### config.mk
export PLATFORM = sky130hd
export DESIGN_NAME = traffic_light_monitor
export DESIGN_NICKNAME = d
export VERILOG_FILES = /design/src/rtl/tl_pkg.sv /design/src/rtl/tl_bus_decode.sv /design/src/rtl/traffic_light_monitor.sv
export SDC_FILE = /design/constraint.sdc
export NUM_CORES = 1
export LEC_CHECK = 0
export CORE_UTILIZATION = 50
export DETAILED_ROUTE_END_ITERATION = 16
export HOLD_SLACK_MARGIN = 0.05
export PLACE_DENSITY = 0.82
export RECOVER_POWER = 50
export SYNTH_ARGS = -nofsm -noshare
export SYNTH_HDL_FRONTEND = slang
export SYNTH_SLANG_ARGS = --single-unit
### constraint.sdc
create_clock -name clk -period 5.2 [get_ports clk]
set_clock_uncertainty 0.05 [all_clocks]
set_input_delay 1.04 -clock clk [delete_from_list [all_inputs] [get_ports clk]]
set_output_delay 1.04 -clock clk [all_outputs]
set_load 0.02 [all_outputs]
### src/rtl/tl_pkg.sv
// rtl/tl_pkg.sv - shared lamp, symbol, phase and duration constants for the light bus
//
// Purpose: common definitions used by the light controller and its monitor.
//   LAMP_*          one-hot lamp codes {red,yellow,green}
//   SYM_*           decoded two-road bus symbols
//   P0..P5          cycle phases
//   DEF_*_CYC       default phase durations in samples
//   phase_sym()     bus symbol expected during a phase
//   next_phase()    successor phase, wrapping P5 -> P0
package tl_pkg;

  localparam logic [2:0] LAMP_GREEN  = 3'b001;
  localparam logic [2:0] LAMP_YELLOW = 3'b010;
  localparam logic [2:0] LAMP_RED    = 3'b100;

  localparam logic [2:0] SYM_AG  = 3'd0;
  localparam logic [2:0] SYM_AY  = 3'd1;
  localparam logic [2:0] SYM_RR  = 3'd2;
  localparam logic [2:0] SYM_BG  = 3'd3;
  localparam logic [2:0] SYM_BY  = 3'd4;
  localparam logic [2:0] SYM_BAD = 3'd5;

  localparam logic [2:0] P0 = 3'd0;
  localparam logic [2:0] P1 = 3'd1;
  localparam logic [2:0] P2 = 3'd2;
  localparam logic [2:0] P3 = 3'd3;
  localparam logic [2:0] P4 = 3'd4;
  localparam logic [2:0] P5 = 3'd5;

  localparam int DEF_GREEN_CYC  = 6;
  localparam int DEF_YELLOW_CYC = 2;
  localparam int DEF_ALLRED_CYC = 2;

  function automatic logic [2:0] phase_sym(input logic [2:0] p);
    case (p)
      P0:      phase_sym = SYM_AG;
      P1:      phase_sym = SYM_AY;
      P2:      phase_sym = SYM_RR;
      P3:      phase_sym = SYM_BG;
      P4:      phase_sym = SYM_BY;
      P5:      phase_sym = SYM_RR;
      default: phase_sym = SYM_BAD;
    endcase
  endfunction

  function automatic logic [2:0] next_phase(input logic [2:0] p);
    next_phase = (p == P5) ? P0 : p + 3'd1;
  endfunction

endpackage

### src/rtl/tl_bus_decode.sv
// rtl/tl_bus_decode.sv - combinational decoder of the two-road light bus
//
// Purpose: map {light_A, light_B} to one bus symbol plus error indications.
// Ports:
//   light_A   in  3  road A lamps (one-hot {red,yellow,green})
//   light_B   in  3  road B lamps
//   sym       out 3  SYM_AG/AY/RR/BG/BY, or SYM_BAD on any error
//   code_err  out 1  either lamp word is not a legal one-hot code
//   conflict  out 1  neither road shows red
module tl_bus_decode
  import tl_pkg::*;
(
  input  logic [2:0] light_A,
  input  logic [2:0] light_B,
  output logic [2:0] sym,
  output logic       code_err,
  output logic       conflict
);

  function automatic logic legal(input logic [2:0] l);
    legal = (l == LAMP_GREEN) || (l == LAMP_YELLOW) || (l == LAMP_RED);
  endfunction

  always_comb begin
    code_err = !legal(light_A) || !legal(light_B);
    // Any non-red word counts as "showing", so an illegal word can also conflict.
    conflict = (light_A != LAMP_RED) && (light_B != LAMP_RED);
    sym      = SYM_BAD;
    if (!code_err && !conflict) begin
      // Here at least one road is red, so only five combinations remain.
      if (light_B == LAMP_RED) begin
        case (light_A)
          LAMP_GREEN:  sym = SYM_AG;
          LAMP_YELLOW: sym = SYM_AY;
          default:     sym = SYM_RR;
        endcase
      end else begin
        sym = (light_B == LAMP_GREEN) ? SYM_BG : SYM_BY;
      end
    end
  end

endmodule

### src/rtl/traffic_light_monitor.sv
// rtl/traffic_light_monitor.sv - lock-on checker for the 6-phase two-road light cycle
//
// Purpose: track the light bus phase by phase and flag code, conflict, order and dwell errors.
// Ports:
//   clk, rst        clock (rising) and asynchronous active-high reset
//   en              sample enable; 0 freezes all tracking state
//   clr             synchronous clear of err_* flags and err_count
//   light_A/B       road lamp words
//   phase           tracked phase 0..5
//   locked          1 while tracking the cycle
//   cycle_done      one-clock pulse on a legal P5->P0 advance
//   err_code/err_conflict/err_seq/err_timing  sticky error flags
//   err_count       erroneous-sample count, saturating
module traffic_light_monitor
  import tl_pkg::*;
#(
  parameter int GREEN_CYC  = DEF_GREEN_CYC,
  parameter int YELLOW_CYC = DEF_YELLOW_CYC,
  parameter int ALLRED_CYC = DEF_ALLRED_CYC,
  parameter int ERR_W      = 8
) (
  input  logic             clk,
  input  logic             rst,
  input  logic             en,
  input  logic             clr,
  input  logic [2:0]       light_A,
  input  logic [2:0]       light_B,
  output logic [2:0]       phase,
  output logic             locked,
  output logic             cycle_done,
  output logic             err_code,
  output logic             err_conflict,
  output logic             err_seq,
  output logic             err_timing,
  output logic [ERR_W-1:0] err_count
);

  localparam int MAX_GY = (GREEN_CYC > YELLOW_CYC) ? GREEN_CYC : YELLOW_CYC;
  localparam int MAX_L  = (MAX_GY > ALLRED_CYC) ? MAX_GY : ALLRED_CYC;
  localparam int DW     = $clog2(MAX_L) + 1;

  localparam logic [0:0] ST_SYNC  = 1'b0;
  localparam logic [0:0] ST_TRACK = 1'b1;

  function automatic logic [DW-1:0] phase_len(input logic [2:0] p);
    case (p)
      P0, P3:  phase_len = DW'(GREEN_CYC);
      P1, P4:  phase_len = DW'(YELLOW_CYC);
      default: phase_len = DW'(ALLRED_CYC);
    endcase
  endfunction

  logic [2:0]    sym;
  logic          code_err;
  logic          conflict;

  logic [0:0]    state, state_n;
  logic [2:0]    phase_n;
  logic [DW-1:0] dwell, dwell_n;
  logic          first;
  logic [2:0]    prev;
  logic          done_n;
  logic          seq_e, tim_e;
  logic          code_v, confl_v, seq_v, tim_v, any_err;

  tl_bus_decode u_decode (
    .light_A  (light_A),
    .light_B  (light_B),
    .sym      (sym),
    .code_err (code_err),
    .conflict (conflict)
  );

  always_comb begin
    state_n = state;
    phase_n = phase;
    dwell_n = dwell;
    done_n  = 1'b0;
    seq_e   = 1'b0;
    tim_e   = 1'b0;
    if (state == ST_SYNC) begin
      // Lock only on an AG start edge; after the very first sample that means RR->AG.
      if (sym == SYM_AG && (first || prev == SYM_RR)) begin
        state_n = ST_TRACK;
        phase_n = P0;
        dwell_n = DW'(1);
      end
    end else begin
      if (sym == phase_sym(phase)) begin
        if (dwell < phase_len(phase)) dwell_n = dwell + DW'(1);
        else                          tim_e   = 1'b1;
      end else if (sym == phase_sym(next_phase(phase))) begin
        if (dwell < phase_len(phase)) begin
          tim_e = 1'b1;
        end else begin
          phase_n = next_phase(phase);
          dwell_n = DW'(1);
          done_n  = (phase == P5);
        end
      end else begin
        seq_e = 1'b1;
      end
      if (seq_e || tim_e) begin
        state_n = ST_SYNC;
        phase_n = P0;
        dwell_n = '0;
      end
    end
  end

  // Error contributions of this sample; nothing is checked while frozen.
  assign code_v  = en & code_err;
  assign confl_v = en & conflict;
  assign seq_v   = en & seq_e;
  assign tim_v   = en & tim_e;
  assign any_err = code_v | confl_v | seq_v | tim_v;

  assign locked = (state == ST_TRACK);

  always_ff @(posedge clk or posedge rst) begin
    if (rst) begin
      state        <= ST_SYNC;
      phase        <= P0;
      dwell        <= '0;
      first        <= 1'b1;
      prev         <= SYM_RR;
      cycle_done   <= 1'b0;
      err_code     <= 1'b0;
      err_conflict <= 1'b0;
      err_seq      <= 1'b0;
      err_timing   <= 1'b0;
      err_count    <= '0;
    end else begin
      if (en) begin
        state      <= state_n;
        phase      <= phase_n;
        dwell      <= dwell_n;
        first      <= 1'b0;
        prev       <= sym;
        cycle_done <= done_n;
      end else begin
        cycle_done <= 1'b0;
      end
      // clr discards history but the current sample's errors still land.
      if (clr) begin
        err_code     <= code_v;
        err_conflict <= confl_v;
        err_seq      <= seq_v;
        err_timing   <= tim_v;
        err_count    <= any_err ? ERR_W'(1) : '0;
      end else begin
        err_code     <= err_code     | code_v;
        err_conflict <= err_conflict | confl_v;
        err_seq      <= err_seq      | seq_v;
        err_timing   <= err_timing   | tim_v;
        if (any_err && err_count != '1) err_count <= err_count + ERR_W'(1);
      end
    end
  end

endmodule

[Word level (Yosys, flattened, before mapping)]
Index checks and enable logic that the tools add are counted.
Word-level totals
  register bits: 25
  input port bits: 10
  output and inout bits: 17
  logic and storage cells: 134
Cells by class
  add/sub/neg operators: 3
  order comparisons: 2
  equality and inequality tests: 28
  multiplexer cells: 54
  bitwise operators: 11
  reduce and logical (&&, ||, !) cells: 25
Operator list (count)
  $mux W4: 12
  $mux W3: 14
  $pmux W3 S5: 2
  $mux W1: 23
  $eq A3 B2 Y1 const B: 7
  $eq A3 B3 Y1 const B: 6
  $mux W8: 2
  $eq A3 B1 Y1 const B: 4
  $reduce_and A5 Y1: 2
  $logic_not A3 Y1: 3
  $add A8 B1 Y8 const B: 1
  $lt A4 B4 Y1: 2
  $ne A8 B8 Y1 const B: 1
  $logic_or A1 B1 Y1: 7
  $or A1 B1 Y1: 7
  $eq A3 B3 Y1: 2
  $ne A3 B2 Y1 const B: 2
  $ne A3 B3 Y1 const B: 2
  $reduce_or A2 Y1: 3
  $add A4 B1 Y4 const B: 1
  $and A1 B1 Y1: 4
  $logic_and A1 B1 Y1: 4
  $logic_not A1 Y1: 4
  $ne A4 B1 Y1 const B: 1
  other kinds (6): 7

[Depth between registers and ports, before layout]
Gate-level depths: netlist of run 1.
  depth in word-level cells: 26
  depth in mapped cells: 12

[By module]
Synthesis of run 1 repeated with hierarchy kept, for this count alone.
Unflattened totals
  cells, all modules: 197
  area, all modules: 1727.9 µm²
Modules (own cells, without submodules)
  traffic_light_monitor: times used 1, cells an instance 175, area an instance 1576.5 µm²
  tl_bus_decode: times used 1, cells an instance 22, area an instance 151.4 µm²

[Least setup slack after synthesis of run 1]
Ideal clock, no wire load.
  path kind: input -> register
  from: in light_A[1]
  to: reg err_count[5]
  library setup time: 0.078 ns
  arrival time: 3.399 ns
  required time: 5.072 ns
  path slack: 1.673 ns
  stages: 11
  path through: buf_2 > or3b_1 > or3_1 > buf_6 > and3_4 > o2111ai_4 > o31a_1 > nand2_1 > buf_6 > or4_1 > a21oi_1
On the way
  cells in the longest elaborated chain, start to end: 18
  elaborated cells on any way between the ends: 34
  classes of those cells: eq/ne: 6; mux: 11; bitwise: 7; reduce/logical: 10
RTL lines
  from (decl): RTL line traffic_light_monitor.sv:26  | input logic [2:0] light_A,
  $eq A3 B1 Y1 / $eq A3 B2 Y1 (equally long branches): RTL line tl_bus_decode.sv:21, tl_bus_decode.sv:32
  $logic_or A1 B1 Y1 (2 in a row): RTL line tl_bus_decode.sv:21  | legal = (l == LAMP_GREEN) || (l == LAMP_YELLOW) || (l == LAMP_RED);
  $logic_not A1 Y1: RTL line tl_bus_decode.sv:25  | code_err = !legal(light_A) || !legal(light_B);
  $logic_or A1 B1 Y1: RTL line tl_bus_decode.sv:25
  $logic_not A1 Y1: RTL line tl_bus_decode.sv:29  | if (!code_err && !conflict) begin
  $logic_and A1 B1 Y1: RTL line tl_bus_decode.sv:29
  $mux W3: RTL line tl_bus_decode.sv:29
  $eq A3 B3 Y1: RTL line traffic_light_monitor.sv:92  | end else if (sym == phase_sym(next_phase(phase))) begin
  $mux W1: RTL line traffic_light_monitor.sv:92
  $mux W1: RTL line traffic_light_monitor.sv:89  | if (sym == phase_sym(phase)) begin
  $mux W1 (2 in a row): RTL line traffic_light_monitor.sv:81  | if (state == ST_SYNC) begin
  $and A1 B1 Y1: RTL line traffic_light_monitor.sv:114  | assign seq_v = en & seq_e;
  $or A1 B1 Y1: RTL line traffic_light_monitor.sv:116  | assign any_err = code_v | confl_v | seq_v | tim_v;
  $or A1 B1 Y1 (*): RTL line traffic_light_monitor.sv:116
  $logic_and A1 B1 Y1 (*): RTL line traffic_light_monitor.sv:156  | if (any_err && err_count != '1) err_count <= err_count + ERR_W'(1);
  $reduce_bool A2 Y1 (no source line) (*)
  to (signal assigned): RTL line traffic_light_monitor.sv:150  | err_count <= any_err ? ERR_W'(1) : '0;
  to (signal assigned): RTL line traffic_light_monitor.sv:156
  to (decl): RTL line traffic_light_monitor.sv:35  | output logic [ERR_W-1:0] err_count
Every way passes the cells marked *; elsewhere a longest branch is shown, timed or not. The select of a mux whose other input is x is not followed.
A chain may end at the register's enable or synchronous reset.

[Final worst setup path of run 1]
  from: in light_B[2]
  to: reg err_count[6]
On the way
  cells in the longest elaborated chain, start to end: 18
  elaborated cells on any way between the ends: 34
  classes of those cells: eq/ne: 6; mux: 11; bitwise: 7; reduce/logical: 10
RTL lines
  from (decl): RTL line traffic_light_monitor.sv:27  | input logic [2:0] light_B,
  $eq A3 B1 Y1 / $eq A3 B2 Y1 (equally long branches): RTL line tl_bus_decode.sv:21, tl_bus_decode.sv:38
  $logic_or A1 B1 Y1 (2 in a row): RTL line tl_bus_decode.sv:21
  $logic_not A1 Y1: RTL line tl_bus_decode.sv:25
  $logic_or A1 B1 Y1: RTL line tl_bus_decode.sv:25
  $logic_not A1 Y1: RTL line tl_bus_decode.sv:29
  $logic_and A1 B1 Y1: RTL line tl_bus_decode.sv:29
  $mux W3: RTL line tl_bus_decode.sv:29
  $eq A3 B3 Y1: RTL line traffic_light_monitor.sv:92
  $mux W1: RTL line traffic_light_monitor.sv:92
  $mux W1: RTL line traffic_light_monitor.sv:89
  $mux W1 (2 in a row): RTL line traffic_light_monitor.sv:81
  $and A1 B1 Y1: RTL line traffic_light_monitor.sv:114
  $or A1 B1 Y1: RTL line traffic_light_monitor.sv:116
  $or A1 B1 Y1 (*): RTL line traffic_light_monitor.sv:116
  $logic_and A1 B1 Y1 (*): RTL line traffic_light_monitor.sv:156
  $reduce_bool A2 Y1 (no source line) (*)
Marked as above.

==> metrics.md, run 1 <==
| Metric | Value |
|---|---|
| Status | complete, no violations |
| Worst-margin pin slew | 0.9231 ns |
| Flops & latches, synth | 25 |
| Post-synthesis net count | 200 |
| Synthesis-to-layout area growth | 16.67% |
| Combinational Power Share | 0.221 |
| Worst Slack Setup Final | 1.146 ns |
| Power Density | 204.4 nW/um^2 |
| Worst Setup Slack post-DPL | 0.9234 ns |
| Post-CTS resize count | 0 |
| Setup TNS | 0 ns |
| WL met2 | 1876 microns |
| Clock buffer depth | 2 |
| Crit end category | flip-flop |
| Final period util | 0.7797 |
| CTS Root Cell | clkbuf_4 |
| First drt pass iteration count | 4 |
| Routability congestion estimate from global placement | 0.7527 |
| Initial DRC count | 98 |
| Post-synthesis async set-or-reset flop share | 1.000 |
| Nets | 221 |
| Max cap viols | 0 |
| Mapped Area | 1652 sq um |
| Share of layout cells above drive strength 1 | 0.04369 |
| Peak VDD IR | 0.1428 mV |
| Slew Limit Fails | 0 |
| Grt ovf | 0 |
| Routed wire length | 3683 microns |
| Area leader, netlist | dfrtp_1 |
| DRC viols | 0 |
| Register area share after synthesis | 0.3803 |
| Die Footprint | 3537 sq um |
| Net Sw Frac | 0.2985 |
| Metal-1 WL | 1637 microns |
| Top cells by count, synth | dfrtp_1, nand2_1, inv_1 |
| RSZ-0062 raised after global routing | false |
| Sink Count | 25 |
| Final hold vios | 0 |
| Startpoint Class | input port |
| Vias in the first global route | 1408 |
| Initial antenna violation count | 0 |
| # Post-CTS Setup Buffers | 0 |
| Die height | 59.48 microns |
| Final worst path period need | 4.054 ns |
| NetSw | 117.5 uW |
| Syn Area/Cell | 8.879 sq um |
| Htree depth | 1 |
| Setup CP Type | input port to flip-flop |
| Worst skew pair latency | 0.32 ns |
| Die Width | 59.48 microns |
| Via count | 1469 |
| Placed cells | 246 |
| Routed vias/inst | 5.876 |
| Std-Cell Rows | 20 |
| Per-cell routed wire length | 14.73 microns |
| EDFF count, synth | 0 |
| Netlist cell types | 52 |
| Pint | 276.2 uW |
| Highest Signal Layer | met4 |
| Synth warnings | 0 |
| I/O pins | 27 |
| Non-Filler Instances | 250 |
| PortBufs | 26 |
| Initial core utilization | 0.5323 |
| Main synth FF type | dfrtp_1 |
| Top cell type's share of synthesized area | 0.3485 |
| Core area | 3103 sq um |
| Ant. Diodes | 0 |
| Fin util | 0.6210 |
| Synth area leaders | dfrtp_1, o21ai_0, nand2_1 |
| CTS tree | yes |
| Largest net degree at the start of global routing | 26 |
| Met3 wire length | 106 microns |
| Reg power frac | 0.558 |
| Most frequent cell after synthesis | dfrtp_1 |
| Dpl hpwl | 2761 microns |
| Final ANT Viol Nets | 0 |
| Crit path DAT | 4.24 ns |
| Class of the worst hold path | flip-flop to flip-flop |
| Maximum clock rate | 246.7 MHz |
| Worst-path fanout max | 6 |
| CTS clk-pin slew, worst paths | 0.13 ns |
| Tot GR Track Use | 0.2219 |
| Endpoints failing setup | 0 |
| Static Leak | 0.0007704 uW |
| CTS Buf Count | 3 |
| Part of the power in the clock network | 0.220 |
| Pwr Total | 393.8 uW |
| WP data required | 5.38 ns |
| Mapped Cells | 186 |
| Max_slew headroom | 0.3839 |
| Hold-fix buffers, CTS | 0 |
| Global-route wire length before repair | 5982 microns |
-- cells by family (layout without fill, tap and decap cells) --
family / Yosys count / count (layout) / synth area share
xor gates and xnor gates: 8 / 8 / 0.04243
adders and majority gates: 4 / 4 / 0.03030
muxes: 4 / 4 / 0.02500
buffers and inverters: 23 / 43 / 0.06666
AOI/OAI and AO/OA: 49 / 49 / 0.2121
DFF: 25 / 25 / 0.3803
and+or+nand+nor: 73 / 73 / 0.2432
-- sequential cells by signal, indices dropped and copies added, names as in the netlist --
signal	count
dwell	4
locked	1
first	1
phase	3
err_conflict	1
err_timing	1
err_code	1
err_seq	1
cycle_done	1
err_count	8
prev	3
-- power groups by stage --
stage                     clock network, uW  registers [uW]  logic, uW
after floorplan                           0             230       47.5
after global routing                   96.8             222       95.0
after detailed placement                  0             224       88.6
final                                  86.8             220       87.2
after global placement                    0             223       84.2
after CTS                              88.2             220       89.4
-- final timing paths --
path / from / endpoint / slack (ns) / depth (start not counted)
worst max-delay path: light_B[2] / err_count[6] / 1.15 / 9
worst min-delay path: first / first / 0.44 / 1
worst max register to register: phase[0] / err_count[6] / 1.95 / 10
worst min register to register: first / first / 0.44 / 1
max in group asynchronous: rst / err_count[0] / 3.24 / 2
min in group asynchronous: rst / prev[2] / 1.30 / 2
-- metrics by stage --
stage	hold slack [ns]	area (sq um)
3_3_place_gp	0.4251	1906
5_1_grt	0.4633	1927
4_1_cts	0.4458	1932
2_1_floorplan	0.4071	1652
3_5_place_dp	0.4246	1906
6_report	0.4435	1927
-- critical path, stage by stage --
cell             delay (ns)
clkdlybuf4s50_1        0.60
nor3b_1                0.42
nand3_1                0.30
xor2_1                 0.24
o41ai_1                0.66
nand4_1                0.32
a41o_1                 0.34
and4b_1                0.20
nor3_1                 0.12
-- metal layers --
| layer | global-route usage | vias to the layer above |
|---|---|---|
| met5 | 0 | - |
| met4 | 0.09184 | 0 |
| met3 | 0.02838 | 9 |
| met2 | 0.3933 | 32 |
| met1 | 0.2691 | 708 |
| li1 | - | 720 |
-- placed cells by master, fill, tap and decap left out, types with 4 or more instances in the layout --
master           count
nor3_1               6
nand4_1              4
inv_1               13
o31ai_1              5
nand2_1             16
o21ai_0             12
dfrtp_1             23
dlygate4sd3_1        7
ha_1                 4
a21oi_1              8
nand3_1             10
nor2_1              11
nor2b_1              4
xor2_1               5
clkdlybuf4s50_1     19
-- area by class of cell --
type	instances	area, sq um
Tap cell	44	55.05
Clock buffer	4	26.28
Timing Repair Buffer	26	260.3
Fill cell	291	1176
Sequential cell	25	628.1
Inverter	13	48.80
Multi-Input combinational cell	138	908.4
(Power assumes the default switching activity.)
==> run 2: changes to the inputs <==
Settings changed: CORE_UTILIZATION 50 to 48, PLACE_DENSITY 0.82 to 0.83.
Clock period 5.2 ns to 3.7 ns, I/O delays scaled along.
==> run 2 against run 1 <==
Register-to-register slack worse by 1.2 ns. Die area is 4.0% higher. Largest cell class unchanged. Critical path depth is 1 higher. Combinational power is 43% higher.
==> metrics.md, run 2 (same netlist as run 1, synthesis figures left out) <==
| Metric | Value |
|---|---|
| Startpoint Class | input port |
| Delay of the slowest critical-path stage | 0.54 ns (-0.12 ns) |
| Hold EP | first |
| Final instance area | 1992 sq um (+3.4%) |
| CP delay by family, top | simple AND/OR/NAND/NOR gates |
| Synthesis-to-layout area growth | 20.61% |
| Hold path startpoint | first |
| I/O pins | 27 (unchanged) |
| Vias in the first global route | 1358 (-3.6%) |
| Ant. Diodes | 0 (unchanged) |
| Worst-path fanout max | 7 (+1) |
| Clock buffer depth | 2 (unchanged) |
| Hold Path Depth | 1 (unchanged) |
| Placed Area | 1973 sq um (+3.5%) |
| Maximum clock rate | 293.3 MHz |
| Final ANT Viol Nets | 0 (unchanged) |
| Class of the worst hold path | flip-flop to flip-flop |
| Sink Count | 25 (unchanged) |
| Core area | 3153 sq um (+1.6%) |
| R2r worst-path depth | 11 (+1) |
| CP cell instances | dlygate4sd3_1, or3b_1, or3_1, xnor2_1, o2111ai_4, buf_4, nand2b_1, a41o_1, and4b_1, nor3_1 |
| Max cap viols | 0 (unchanged) |
| Tot GR Track Use | 0.2033 (-0.01853) |
| GR Layer Usage met2 | 0.3548 (-0.03847) |
| Final worst path period need | 3.410 ns |
| Largest regs | err_count (8), dwell (4) |
| Initial core utilization | 0.5238 (-0.008449) |
| Per-cell routed wire length | 13.21 microns (-10%) |
| Setup TNS | 0 ns (unchanged) |
| Power Density | 276.8 nW/um^2 (+35%) |
| Die Footprint | 3680 sq um (+4.0%) |
| NetSw | 159.4 uW (+36%) |
| Htree depth | 1 (unchanged) |
| Top reg by flops | err_count |
| Status | complete, no violations |
| Initial antenna violation count | 0 (unchanged) |
| DRC viols | 0 (unchanged) |
| Routed vias/inst | 5.645 (-3.9%) |
| RSZ-0062 raised after global routing | false |
| Worst skew pair latency | 0.31 ns (about the same) |
| Setup CP Type | input port to flip-flop |
| Part of the power in the clock network | 0.213 (-0.007) |
| Pint | 392.0 uW (+42%) |
| RR Endpoint | err_count[6] |
| Commonest non-fill, non-tap cell in the layout | dfrtp_1 |
| Most frequent cells in the layout | dfrtp_1, clkdlybuf4s50_1, nand2_1 |
| Nets | 230 (+4.1%) |
| WP data required | 3.88 ns (-1.50 ns) |
| Worst-margin pin slew | 0.9135 ns (-0.009578 ns) |
| GR peak layer | met2 |
| Crit path DAT | 3.59 ns (-0.65 ns) |
| CTS Buf Count | 3 (unchanged) |
| Std-Cell Rows | 20 (unchanged) |
| Highest-delay cell along the critical path | dlygate4sd3_1 |
| Net Sw Frac | 0.2891 (-0.009367) |
| Largest net degree at the start of global routing | 26 (unchanged) |
| Initial DRC count | 53 (-46%) |
| First drt pass iteration count | 4 (unchanged) |
| Grt ovf | 0 (unchanged) |
| Met1 usage | 0.2766 (+0.007496) |
| # Post-CTS Setup Buffers | 0 (unchanged) |
| Max_slew headroom | 0.3903 (+0.006393) |
| Peak VDD IR | 0.2286 mV (+60%) |
| CTS clk-pin slew, worst paths | 0.13 ns (about the same) |
| PortBufs | 26 (unchanged) |
| Routed wire length | 3421 microns (-7.1%) |
| Static Leak | 0.0008090 uW (+5.0%) |
| Worst Path Buf+Inv | 2 (+1) |
| Combinational Power Share | 0.226 (+0.005) |
| Reg power frac | 0.561 (+0.003) |
| Final period util | 0.9216 |
| Share of layout cells above drive strength 1 | 0.07907 (+0.03538) |
| Flop2flop setup slack | 0.77 ns (-1.18 ns) |
| Routability congestion estimate from global placement | 0.7846 (+4.2%) |
| Met3 usage | 0.02132 (-0.007062) |
| CTS tree | yes |
| Die Width | 60.66 microns (+2.0%) |
| Post-CTS resize count | 0 (unchanged) |
| Dpl hpwl | 2528 microns (-8.4%) |
| Endpoints failing setup | 0 (unchanged) |
| Max reg flops | 8 (unchanged) |
| Slew Limit Fails | 0 (unchanged) |
| Final hold vios | 0 (unchanged) |
| Via count | 1462 (-0.48%) |
| Global-route wire length before repair | 5727 microns (-4.3%) |
| FF-to-FF Start | phase[0] |
| CTS Root Cell | clkbuf_4 |
| Crit end category | flip-flop |
| Hold-fix buffers, CTS | 0 (unchanged) |
| Die height | 60.66 microns (+2.0%) |
==> run 2: cell types whose count changed in the layout (fill, tap and decap cells not counted) <==
cell | previous run | this run
nor3b_2 | 0 | 1
clkbuf_1 | 1 | 3
dlygate4sd3_1 | 7 | 6
buf_4 | 0 | 7
clkdlybuf4s50_1 | 19 | 20
nor3b_1 | 1 | 0
==> run 2: layout make-up <==
class / instances / area (sq um)
Fill cell: 306 / 1161
Multi-Input combinational cell: 138 / 913.4
Sequential cell: 25 / 628.1
Timing Repair Buffer: 35 / 320.3
Tap cell: 44 / 55.05
Inverter: 13 / 48.80
Clock buffer: 4 / 26.28
==> run 2: worst max path at each step <==
stage,from,end,slack (ns),cells after the start
final,light_A[2],err_count[6],0.29,10
after global routing,light_A[2],err_count[6],0.15,11
after floorplan,light_A[1],err_count[5],0.47,11
after detailed placement,light_A[2],phase[2],0.08,9
after CTS,light_A[2],err_count[7],0.40,9
after global placement,light_A[2],err_count[1],0.12,10
==> run 2: layer usage <==
metal  part of all wire  up-vias
li1                   -      743
met1               0.47      673
met2               0.48       41
met3              0.043        5
met4             0.0079        0
met5                  0        -
==> run 2: through the flow <==
stage	utilization	total power (uW)	std cells	hold WS, ns	worst slack (ns)
after floorplan	-	390.6	186	0.4071	0.4727
after global placement	0.6258	439.0	255	0.4257	0.1247
after detailed placement	0.6258	441.0	255	0.4292	0.07787
after CTS	0.6341	558.7	259	0.4503	0.3974
after global routing	0.6317	581.7	259	0.4656	0.1543
final	0.6317	551.4	259	0.4455	0.2900
==> run 2: power groups by stage <==
stage                     logic (uW)  registers [uW]  clock network [uW]
after floorplan                 66.7             324                   0
after global placement           126             313                   0
after detailed placement         127             314                   0
after CTS                        128             309                 122
after global routing             139             313                 130
final                            125             309                 117
